**config.mk**
```make
export PLATFORM = sky130hd
export DESIGN_NAME = sipo_deserializer_flat
export DESIGN_NICKNAME = d
export VERILOG_FILES = /design/src/rtl/sipo_deserializer_pkg.sv /design/src/rtl/sipo_deserializer_if.sv /design/src/rtl/sipo_shift_cell.sv /design/src/rtl/sipo_deserializer.sv /design/src/flat_wrapper.sv
export SDC_FILE = /design/constraint.sdc
export NUM_CORES = 1
export LEC_CHECK = 0
export CAP_MARGIN = 20
export CORE_AREA = 2 2 44 50
export DETAILED_ROUTE_END_ITERATION = 6
export DIE_AREA = 0 0 46 52
export PLACE_DENSITY = 0.77
export SLEW_MARGIN = 25
export SYNTH_ARGS = -nofsm -noshare
export SYNTH_HDL_FRONTEND = slang
export SYNTH_SLANG_ARGS = --single-unit
```
**constraint.sdc**
```tcl
create_clock -name clk -period 1.6 [get_ports clk]
set_input_delay 0.32 -clock clk [delete_from_list [all_inputs] [get_ports clk]]
set_output_delay 0.32 -clock clk [all_outputs]
set_load 0.05 [all_outputs]
```
**src/rtl/sipo_deserializer_pkg.sv**
```systemverilog
// Shared definitions for the SIPO deserializer slice.
// Contents: FSM state encoding, bit-slice mux selects, byte/counter widths.
package sipo_deserializer_pkg;

  localparam int          BYTE_W   = 8;
  localparam int          CNT_W    = 3;
  localparam logic [2:0]  LAST_CNT = 3'd7;

  // 2-bit state register; 11 is unreachable and recovers to IDLE.
  typedef enum logic [1:0] {
    ST_IDLE    = 2'b00,
    ST_SHIFT   = 2'b01,
    ST_DONE    = 2'b10,
    ST_ILLEGAL = 2'b11
  } state_t;

  // Mux select for one S2 bit slice.
  typedef enum logic [1:0] {
    CELL_HOLD  = 2'b00,
    CELL_TAKE  = 2'b01,
    CELL_CLEAR = 2'b10
  } cell_sel_t;

endpackage

```
**src/rtl/sipo_deserializer_if.sv**
```systemverilog
// Handshake/data bundle between a serial source and the deserializer.
// Signals: start, sin (source -> deserializer); out[7:0], valid, busy
// (deserializer -> source/holding register).
// Modports: master = serial source side, slave = deserializer side.
interface sipo_deserializer_if;
  import sipo_deserializer_pkg::*;

  logic              start;
  logic              sin;
  logic [BYTE_W-1:0] out;
  logic              valid;
  logic              busy;

  modport master (output start, output sin, input out, input valid, input busy);
  modport slave  (input start, input sin, output out, output valid, output busy);

endinterface

```
**src/rtl/sipo_shift_cell.sv**
```systemverilog
// One bit slice of the deserializer: an S2 flop with a 3-way input mux.
// Ports: clk, rst (async, active-high), sel (hold / take d / clear),
//        d (neighbour bit or assembled bit), q (stored bit).
module sipo_shift_cell
  import sipo_deserializer_pkg::*;
(
  input  logic      clk,
  input  logic      rst,
  input  cell_sel_t sel,
  input  logic      d,
  output logic      q
);

  // NOTE: flops are written with non-blocking assignments so every slice
  // samples its neighbour's value from before the edge, making the chain shift.
  always_ff @(posedge clk or posedge rst) begin
    if (rst) begin
      q <= 1'b0;
    end else begin
      case (sel)
        CELL_TAKE:  q <= d;
        CELL_CLEAR: q <= 1'b0;
        default:    q <= q;
      endcase
    end
  end

endmodule

```
**src/rtl/sipo_deserializer.sv**
```systemverilog
// Serial-in/parallel-out deserializer: after a start request, collects 8
// serial bits, loads the complete byte onto out and strobes valid for one
// cycle. out changes only when a byte completes.
// Ports: clk, rst (async, active-high), bus (slave modport: start, sin in;
//        out[7:0], valid, busy out).
// Parameter LSB_FIRST: 1 = first received bit lands in out[0], 0 = out[7].
module sipo_deserializer
  import sipo_deserializer_pkg::*;
#(
  parameter bit LSB_FIRST = 1'b1
) (
  input  logic                clk,
  input  logic                rst,
  sipo_deserializer_if.slave  bus
);

  state_t            state;
  logic [CNT_W-1:0]  cnt;
  logic [CNT_W-1:0]  cnt_inc;
  logic [BYTE_W-1:0] sr;
  logic [BYTE_W-1:0] sr_d;
  logic [BYTE_W-1:0] out_q;
  cell_sel_t         sr_sel;
  cell_sel_t         out_sel;
  logic              in_shift;
  logic              in_done;
  logic              last_bit;
  logic              accept;

  // Ripple incrementer from half-adder cells; 7 wraps to 0 on its own.
  assign cnt_inc = {cnt[2] ^ (cnt[1] & cnt[0]), cnt[1] ^ cnt[0], ~cnt[0]};

  assign in_shift = (state == ST_SHIFT);
  assign in_done  = (state == ST_DONE);
  assign last_bit = in_shift && (cnt == LAST_CNT);
  // start is only honoured from IDLE or DONE; it is ignored mid-byte.
  assign accept   = bus.start && ((state == ST_IDLE) || in_done);

  // NOTE: every signal driven here gets a default first, so no path
  // leaves it unassigned and no latch is inferred.
  always_comb begin
    sr_sel  = CELL_HOLD;
    out_sel = CELL_HOLD;
    if (in_shift) begin
      sr_sel = CELL_TAKE;
    end else if (accept) begin
      sr_sel = CELL_CLEAR;
    end
    if (last_bit) begin
      out_sel = CELL_TAKE;
    end
  end

  // Shift direction: LSB-first shifts right with sin entering bit 7, so the
  // first bit ends at bit 0 after eight shifts; MSB-first mirrors that.
  // sr_d is the word after this edge's shift, which is also what out loads
  // on the last bit, so the 8th bit is included without an extra cycle.
  for (genvar i = 0; i < BYTE_W; i++) begin : g_bit
    if (LSB_FIRST) begin : g_lsb
      if (i == BYTE_W - 1) begin : g_end
        assign sr_d[i] = bus.sin;
      end else begin : g_mid
        assign sr_d[i] = sr[i+1];
      end
    end else begin : g_msb
      if (i == 0) begin : g_end
        assign sr_d[i] = bus.sin;
      end else begin : g_mid
        assign sr_d[i] = sr[i-1];
      end
    end

    sipo_shift_cell u_sr_cell (
      .clk (clk),
      .rst (rst),
      .sel (sr_sel),
      .d   (sr_d[i]),
      .q   (sr[i])
    );

    sipo_shift_cell u_out_cell (
      .clk (clk),
      .rst (rst),
      .sel (out_sel),
      .d   (sr_d[i]),
      .q   (out_q[i])
    );
  end

  always_ff @(posedge clk or posedge rst) begin
    if (rst) begin
      state <= ST_IDLE;
      cnt   <= '0;
    end else begin
      case (state)
        ST_IDLE: begin
          if (bus.start) begin
            state <= ST_SHIFT;
            cnt   <= '0;
          end
        end
        ST_SHIFT: begin
          cnt <= cnt_inc;
          if (cnt == LAST_CNT) begin
            state <= ST_DONE;
          end
        end
        ST_DONE: begin
          cnt   <= '0;
          state <= bus.start ? ST_SHIFT : ST_IDLE;
        end
        default: begin
          state <= ST_IDLE;
          cnt   <= '0;
        end
      endcase
    end
  end

  // Outputs depend on state and flops only; the unused encoding reads as IDLE.
  assign bus.out   = out_q;
  assign bus.valid = in_done;
  assign bus.busy  = in_shift || in_done;

endmodule

```
**src/flat_wrapper.sv**
```systemverilog
// flat-port wrapper written by rule: the top's interface ports become plain ports
module sipo_deserializer_flat import sipo_deserializer_pkg::*;
#(
  parameter bit LSB_FIRST = 1'b1
)
  (clk, rst, bus_start, bus_sin, bus_out, bus_valid, bus_busy);
  sipo_deserializer_if bus_i ();
  input  logic clk;
  input  logic rst;
  input wire logic [$bits(bus_i.start)-1:0] bus_start;
  input wire logic [$bits(bus_i.sin)-1:0] bus_sin;
  output wire logic [$bits(bus_i.out)-1:0] bus_out;
  output wire logic [$bits(bus_i.valid)-1:0] bus_valid;
  output wire logic [$bits(bus_i.busy)-1:0] bus_busy;
  assign bus_i.start = bus_start;
  assign bus_i.sin = bus_sin;
  assign bus_out = bus_i.out;
  assign bus_valid = bus_i.valid;
  assign bus_busy = bus_i.busy;
  sipo_deserializer #(.LSB_FIRST(LSB_FIRST)) u_core (.clk(clk), .rst(rst), .bus(bus_i));
endmodule
```
# ---- Word-level counts from Yosys, hierarchy flattened
# Index checks and enable logic that the tools add are counted.
dict set report op_classes {
  bitwise_logic 4
  n_reduce_logical 8
  mux 24
  eq_ne 9
}
# cell n
set ops {}
lappend ops {{1-bit one-hot mux with 2 select lines} 15}
lappend ops {{2-bit 2-to-1 mux} 4}
lappend ops {{2-bit by 1-bit equality test with 1-bit output (second input constant)} 3}
lappend ops {{2-bit equality test (second input constant)} 3}
lappend ops {{2-bit one-hot mux with 3 select lines} 1}
lappend ops {{3-bit one-hot mux with 2 select lines} 1}
lappend ops {{2-bit != test (second input constant)} 2}
lappend ops {{2-bit nonzero test} 2}
lappend ops {{3-bit equality test (second input constant)} 1}
lappend ops {{3-bit 2-to-1 mux} 1}
lappend ops {{1-bit logical AND} 2}
lappend ops {{2-bit zero test} 1}
lappend ops {{1-bit logical OR} 2}
lappend ops {{1-bit 2-to-1 mux} 2}
lappend ops {{2-bit AND reduction} 1}
lappend ops {{1-bit bitwise XOR} 2}
lappend ops {{1-bit bitwise AND} 1}
lappend ops {{1-bit NOT} 1}
dict set report word_totals {
  word_cells 62
  register_bits 20
  out_inout_bits 10
  inputBits 4
}

# ---- Logic depth before layout (Yosys ltp)
# Gate-level depths: netlist of run 1.
dict set report depth {
  depth_word 7
  depth_mapped 6
  ltp_nobuf 5
}

# ---- Hierarchy
# A second synthesis of run 1 with hierarchy kept.
dict set report unflattened {
  hier_cells 140
  hier_area_um2 1297.5
}
# mod cells_per_inst area_per_inst_um2 seq_area_each_um2 instances
set modules_own_cells {}
lappend modules_own_cells {sipo_shift_cell 7 63.8 25.0 15}
lappend modules_own_cells {sipo_deserializer 35 340.3 125.1 1}

# ---- Least setup slack after synthesis of run 1
# OpenSTA, ideal clock, no wires.
dict set report synth_path {
  kind {reg2reg}
  startpoint {register u_core.state[0]}
  endpoint {register u_core.g_bit[7].u_sr_cell.q}
  arrival_time_ns 1.518
  slack_ns -0.039
  t_required_ns 1.479
  path_buffers 1
  stages_incl_launch_ff 7
  period_less_slack_ns 1.639
  setup_ns 0.121
  path_cell_list {dfrtp_1 -> inv_1 -> ha_1 -> o21ai_1 -> nor2b_1 -> buf_2 -> a22o_1}
}
dict set report synth_between {
  elab_chain_len 7
  word_cells_on_any_way 11
  classes_between {eq/ne (4); mux (3); reduce/logical (4)}
}
# element line_no
set synth_rtl {}
lappend synth_rtl {{start: declaration} sipo_deserializer.sv:17} ;# state_t state;
lappend synth_rtl {{start signal: assignment} sipo_deserializer.sv:110} ;# state <= bus.start ? ST_SHIFT : ST_IDLE;
lappend synth_rtl {{2-bit equality test *} sipo_deserializer.sv:34} ;# assign in_done = (state == ST_DONE);
lappend synth_rtl {{net bus_valid} flat_wrapper.sv:13} ;# output wire logic [$bits(bus_i.valid)-1:0] bus_valid;
lappend synth_rtl {{1-bit logical OR *} sipo_deserializer.sv:37} ;# assign accept = bus.start && ((state == ST_IDLE) || in_done);
lappend synth_rtl {{1-bit logical AND *} sipo_deserializer.sv:37}
lappend synth_rtl {{2-bit 2-to-1 mux *} sipo_deserializer.sv:46} ;# end else if (accept) begin
lappend synth_rtl {{2-bit 2-to-1 mux *} sipo_deserializer.sv:44} ;# if (in_shift) begin
lappend synth_rtl {{2-bit equality test or 2-bit by 1-bit equality test with 1-bit output (tied branches)} --}
lappend synth_rtl {{1-bit one-hot mux with 2 select lines or 2-bit nonzero test (tied branches)} --}
lappend synth_rtl {{end signal: assignment} sipo_shift_cell.sv:23} ;# default: q <= q;
lappend synth_rtl {{end: declaration} sipo_shift_cell.sv:11} ;# output logic q
# The timed path passes the listed nets; every way through them passes the cells marked *.
# A chain may end at the register's enable or synchronous reset.

# ---- Worst setup path after layout of run 1
dict set report layout_path {
  startpoint {register u_core.state[0]}
  endpoint {output bus_valid}
}
dict set report layout_between {
  elab_chain_len 1
}
# element line_no
set layout_rtl {}
lappend layout_rtl {{2-bit equality test} sipo_deserializer.sv:34}
lappend layout_rtl {{end: declaration} flat_wrapper.sv:13}
# No other way between the ends.

==> results of run 1 <==
==> cell usage after synthesis <==
cell type,n
buf_2,2
nand2b_1,2
a21oi_1,1
o21ai_0,4
o21ai_1,1
mux2_2,8
nand2_2,1
nor2_1,1
buf_4,8
inv_1,3
dfrtp_1,20
nor2b_1,3
a22o_1,7
nand2_1,5
clkbuf_2,1
o31ai_1,1
ha_1,6
==> kinds of logic (layout without fill, tap and decap cells) <==
| kind of cell | count (synthesis) | count (layout) | synth area share |
|---|---|---|---|
| buffers and inverters | 14 | 27 | 0.0948 |
| AND/OR/NAND/NOR | 12 | 12 | 0.0659 |
| adder cells (fa/ha/maj) | 6 | 6 | 0.0824 |
| flip-flops | 20 | 20 | 0.549 |
| AO/OA/AOI/OAI | 14 | 14 | 0.109 |
| multiplexers | 8 | 8 | 0.0989 |
==> report_power, final <==
part / internal [W] / switching (W) / total [W]
clock network: 0.000139 / 0.000147 / 0.000286
registers: 0.000613 / 0.0000802 / 0.000693
logic: 0.000280 / 0.000276 / 0.000555
total: 0.00103 / 0.000503 / 0.00153
==> flip-flops by register name, indices dropped and copies added, names as in the netlist <==
register,flops
u_core.g_bit.u_out_cell.q,8
u_core.state,2
u_core.g_bit.u_sr_cell.q,7
u_core.cnt,3
==> what timing repair did <==
| action | 4_1_cts | 5_1_grt |
|---|---|---|
| hold buffers | 0 | 0 |
| buffers inserted | 3 | 0 |
| gates resized for setup | 0 | 2 |
| pin swaps | 0 | 0 |
| endpoints found under the setup margin | 1 | 8 |
| cloned | 0 | 0 |
| hold endpoints to repair | 0 | 0 |
==> layout make-up <==
| class | count | area (um2) | area share |
|---|---|---|---|
| sequential | 20 | 500 | 0.457 |
| tap | 19 | 23.8 | 0.0217 |
| multi-input combinational | 40 | 342 | 0.312 |
| inverter | 3 | 11.3 | 0.0103 |
| clock buffer | 4 | 36.3 | 0.0331 |
| timing repair buffer | 20 | 183 | 0.167 |
==> worst min-delay path by stage <==
stage	end	slack, ns	cells past startpoint
CTS	u_core.state[1]	0.32	3
detailed placement	u_core.cnt[2]	0.48	2
finish	u_core.state[1]	0.32	3
global route	u_core.state[1]	0.35	3
floorplan	u_core.cnt[0]	0.28	1
global placement	u_core.cnt[1]	0.47	2
==> routing by layer <==
| layer | up-vias | track usage | routed length [um] |
|---|---|---|---|
| met3 | 4 | 0.0417 | 63 |
| met1 | 262 | 0.176 | 580 |
| met2 | 13 | 0.218 | 656 |
| met5 | - | 0 | 0 |
| li1 | 273 | - | - |
| met4 | 0 | 0.100 | 38 |
==> per-stage QoR <==
step / util / hold slack (ns) / power (W) / instance area, um2 / instances
after floorplan: - / 0.284 / 0.00103 / 913 / 74
after global placement: 0.534 / 0.467 / 0.00117 / 1020 / 99
after detailed placement: 0.534 / 0.482 / 0.00119 / 1020 / 99
after CTS: 0.565 / 0.324 / 0.00152 / 1080 / 106
after global routing: 0.573 / 0.352 / 0.00165 / 1100 / 106
final: 0.573 / 0.320 / 0.00153 / 1100 / 106
==> worst max-delay path, stage by stage (launching register included) <==
cell	delay, ns
dfrtp_1	0.41
inv_1	0.13
ha_2	0.23
buf_12	0.14
==> flow_summary.ini, run 1 <==
[floorplan]
top_level_ports = 14
die_x_um = 46
rows = 17
die-area_um2 = 2390
initial_core_util = 0.476
die_h_um = 52
core_area_um2 = 1910

[global_route]
grt_antenna_before_repair = 0
grt_pass1_vias = 557
grt_pass1_wl_mm = 2.43
grt_overflow = 0
grt_usage = 0.146
grt_max_degree = 21

[route]
drt-pass1-iter-count = 2
vias_per_cell = 5.21
wirelength_mm = 1.34
drt_iter0_drc = 4
wl_per_cell_um = 12.6
ant_nets = 0
route.vias.total = 552
drc = 0

[synthesis]
ys_seq_elements = 20
syn_inst = 74
yosys-top-cells-area = dfrtp_1 (55%), mux2_2 (9.9%), ha_1 (8.2%), a22o_1 (6.7%), buf_4 (6.6%)
synth_fp_nets = 84
avgSynthCellArea_um2 = 12.3
yosys.area.top_type = dfrtp_1
synth_top_area_frac = 0.549
yosys_warnings = 0
syn-cell-area_um2 = 911
yosysUniqueCellTypes = 17
ys_seq_area_frac = 0.549

[clock_network]
clkSlewWorstSetupHoldPaths_ns = 0.11
cts.sinks = 20
root_buffer = clkbuf_4
cts_inserted_buffers = 3
cts_tree = done
insertion_delay_ns = 0.30
htree_levels = 1
clk_path_buf_depth = 2

[worst_setup_path]
critPathCapture = bus_valid
critPathRequiredTime_ns = 1.28
startpoint = u_core.state[0]
crit_type = flop to output pin
r2r_cells = 4
reg2reg_slack_ns = 0.11
worstReg2RegStart = u_core.cnt[0]
startpoint_type = flop
arrival_ns = 1.20
end_kind = output pin
r2r-end = u_core.g_bit[6].u_out_cell.q
critPathMaxFanout = 2

[placed_design]
post-place-ws_ns = 0.0894
port_buffers = 13
gp_congestion = 0.633
dp_hpwl_um = 944

[cells_and_area]
diodes = 0
nets = 98
nFillCells = 173
final_cell_mix = dfrtp_1 (20), buf_4 (15), mux2_2 (8)
final_common_cell = dfrtp_1
drive_gt1_frac = 0.379
area_growth_pct = 20.3

[sta]
max_freq_ghz = 0.657
slew_viol_final = 0
setup-tns-final_ns = 0
fin_crit_ns = 1.52
rsz0062_at_grt = false
timing.final.crit_share = 0.952
setup_viol = 0
relSlewSlack = 0.825
finalHoldViolations = 0
fin_ws_ns = 0.0775
worstMarginPinSlew_ns = 0.262
fin_worst_skew_ns = 0.00538

[power]
p_leak_nw = 0.559
cellPowerDensity_nw_per_um2 = 1400
ir_worst_vdd_mv = 0.948

[outcome]
status = completed

[min_path]
hp-class = input port to asynchronous set/reset pin

[run]
maxCapViolations = 0
(Power assumes the default switching activity.)
==> inputs of run 2 (changes only) <==
--- a/config.mk
+++ b/config.mk
@@ -6,10 +6,11 @@
 export NUM_CORES = 1
 export LEC_CHECK = 0
 export CAP_MARGIN = 20
-export CORE_AREA = 2 2 44 50
+export CORE_AREA = 2 2 52 42
 export DETAILED_ROUTE_END_ITERATION = 6
-export DIE_AREA = 0 0 46 52
-export PLACE_DENSITY = 0.77
+export DIE_AREA = 0 0 54 44
+export GPL_TIMING_DRIVEN = 0
+export PLACE_DENSITY = 0.78
 export SLEW_MARGIN = 25
 export SYNTH_ARGS = -nofsm -noshare
 export SYNTH_HDL_FRONTEND = slang
==> flow_summary.ini, run 2 (same netlist as run 1, synthesis figures left out) <==
[outcome]
status = completed

[sta]
finalHoldViolations = 0
max_freq_ghz = 0.650
slew_viol_final = 0
timing.final.crit_share = 0.961
setup_viol = 0
rsz0062_at_grt = false
relSlewSlack = 0.505
fin_crit_ns = 1.54
fin_worst_skew_ns = 0.0124
worstMarginPinSlew_ns = 0.741

[worst_setup_path]
path_cells = inv_2 > ha_2 > buf_6
critPathCapture = bus_valid
crit_type = flop to output pin
critPathMaxFanout = 4
r2r-end = u_core.g_bit[6].u_out_cell.q
worstReg2RegStart = u_core.cnt[0]
critPathTopFamily = flip-flops
arrival_ns = 1.22
cp_num_buf_inv = 2
reg2reg_slack_ns = 0.11
slowest_stage = dfrtp_1
r2r_cells = 4
startpoint = u_core.state[0]
startpoint_type = flop
critPathRequiredTime_ns = 1.28
critPathMaxStageDelay_ns = 0.44
end_kind = output pin
cp_num_cells = 3

[route]
wl_per_cell_um = 12.1
drt_iter0_drc = 13
drc = 0
vias_per_cell = 4.79
ant_nets = 0
dr.max_layer_used = met3
wirelength_mm = 1.42
drt-pass1-iter-count = 2
met3WireLength_um = 55
wl_met2_um = 699
wl_met1_um = 663
route.vias.total = 560

[cells_and_area]
regMostFlops = u_core.g_bit.u_out_cell.q
drive_gt1_frac = 0.419
diodes = 0
reg_top3 = u_core.g_bit.u_out_cell.q (8), u_core.g_bit.u_sr_cell.q (7), u_core.cnt (3)
stdcell_count = 117
final_cell_mix = dfrtp_1 (20), buf_4 (10), mux2_2 (8), clkbuf_2 (8), a22o_1 (7)
seqCellArea_um2 = 500
fin_util = 0.593
largest_register_ffs = 8
final_common_cell = dfrtp_1
nets = 104
area_growth_pct = 23.2
multiInputGateArea_um2 = 339
nFillCells = 161

[global_route]
grt_max_degree = 21
grt_overflow = 0
grt_pass1_wl_mm = 2.44
grt_antenna_before_repair = 0
grt_usage = 0.151
grt_pass1_vias = 542

[clock_network]
clkSlewWorstSetupHoldPaths_ns = 0.12
cts_inserted_buffers = 3
htree_levels = 1
root_buffer = clkbuf_4
insertion_delay_ns = 0.30
cts_tree = done
cts.sinks = 20
postCtsHoldBufs = 0
clk_path_buf_depth = 2

[power]
p_leak_nw = 0.584
cellPowerDensity_nw_per_um2 = 1410
ir_worst_vdd_mv = 0.893

[floorplan]
core_area_um2 = 1890
die_x_um = 54
initial_core_util = 0.481
top_level_ports = 14
die-area_um2 = 2380
die_h_um = 44
rows = 14

[placed_design]
port_buffers = 13
gp_congestion = 0.762
dp_hpwl_mm = 1.01
placedCellCount = 111

[min_path]
hp-class = input port to asynchronous set/reset pin

[run]
maxCapViolations = 0
[run 2: cell types whose count changed in the layout (fill, tap and decap cells not counted), sizes merged]
| cell | change |
|---|---|
| buf | -3 |
| bufinv | +1 |
| clkbuf | +7 |
| clkdlybuf4s15 | +1 |
[run 2: through the flow]
step | setup WS, ns | area (um2) | hold slack, ns | setup TNS (ns) | power, W
global placement | -0.229 | 1070 | 0.470 | -0.397 | 0.00112
detailed placement | -0.250 | 1070 | 0.483 | -0.468 | 0.00114
global route | 0.00878 | 1120 | 0.493 | 0 | 0.00169
finish | 0.0623 | 1120 | 0.428 | 0 | 0.00158
floorplan | 0.112 | 913 | 0.284 | 0 | 0.00103
CTS | 0.00646 | 1120 | 0.454 | 0 | 0.00156
[run 2: how the worst min path moves through the flow]
stage | slack (ns) | from | end | cells past startpoint
global placement | 0.47 | u_core.cnt[2] | u_core.cnt[2] | 2
finish | 0.43 | rst | u_core.state[0] | 2
global route | 0.49 | rst | u_core.g_bit[0].u_out_cell.q | 2
detailed placement | 0.48 | u_core.cnt[1] | u_core.cnt[1] | 2
CTS | 0.45 | rst | u_core.g_bit[0].u_out_cell.q | 2
floorplan | 0.28 | rst | u_core.cnt[0] | 1
[run 2: final cells by class]
type / count / share of cell area
Sequential cell: 20 / 0.446
Timing Repair Buffer: 15 / 0.101
Multi-Input combinational cell: 40 / 0.302
Clock buffer: 3 / 0.0201
Clock inverter: 1 / 0.0268
Inverter: 3 / 0.0100
Buffer: 11 / 0.0669
Tap cell: 24 / 0.0268
[run 2: timing repair]
action / 4_1_cts / 5_1_grt
gates cloned: 0 / 0
resized for setup: 29 / 11
setup buffers: 0 / 2
setup endpoints to repair: 10 / 9
[run 2: worst reg2reg max path, stage by stage, from the launching register on]
cell,delay [ns]
dfrtp_1,0.41
ha_1,0.20
ha_1,0.21
nand2_2,0.19
mux2_2,0.36
[run 2: report_power, final]
group,leakage [nW],internal (W),switching [W],total (W)
registers,0.271,0.000613,0.0000851,0.000698
logic,0.285,0.000217,0.000262,0.000480
clock network,0.0279,0.000253,0.000152,0.000405
total,0.584,0.00108,0.000499,0.00158
[run 2: per-layer routing]
layer / track usage / vias up
li1: - / 282
met1: 0.180 / 269
met2: 0.249 / 9
met3: 0.0621 / 0
met4: 0.0450 / 0
met5: 0 / -
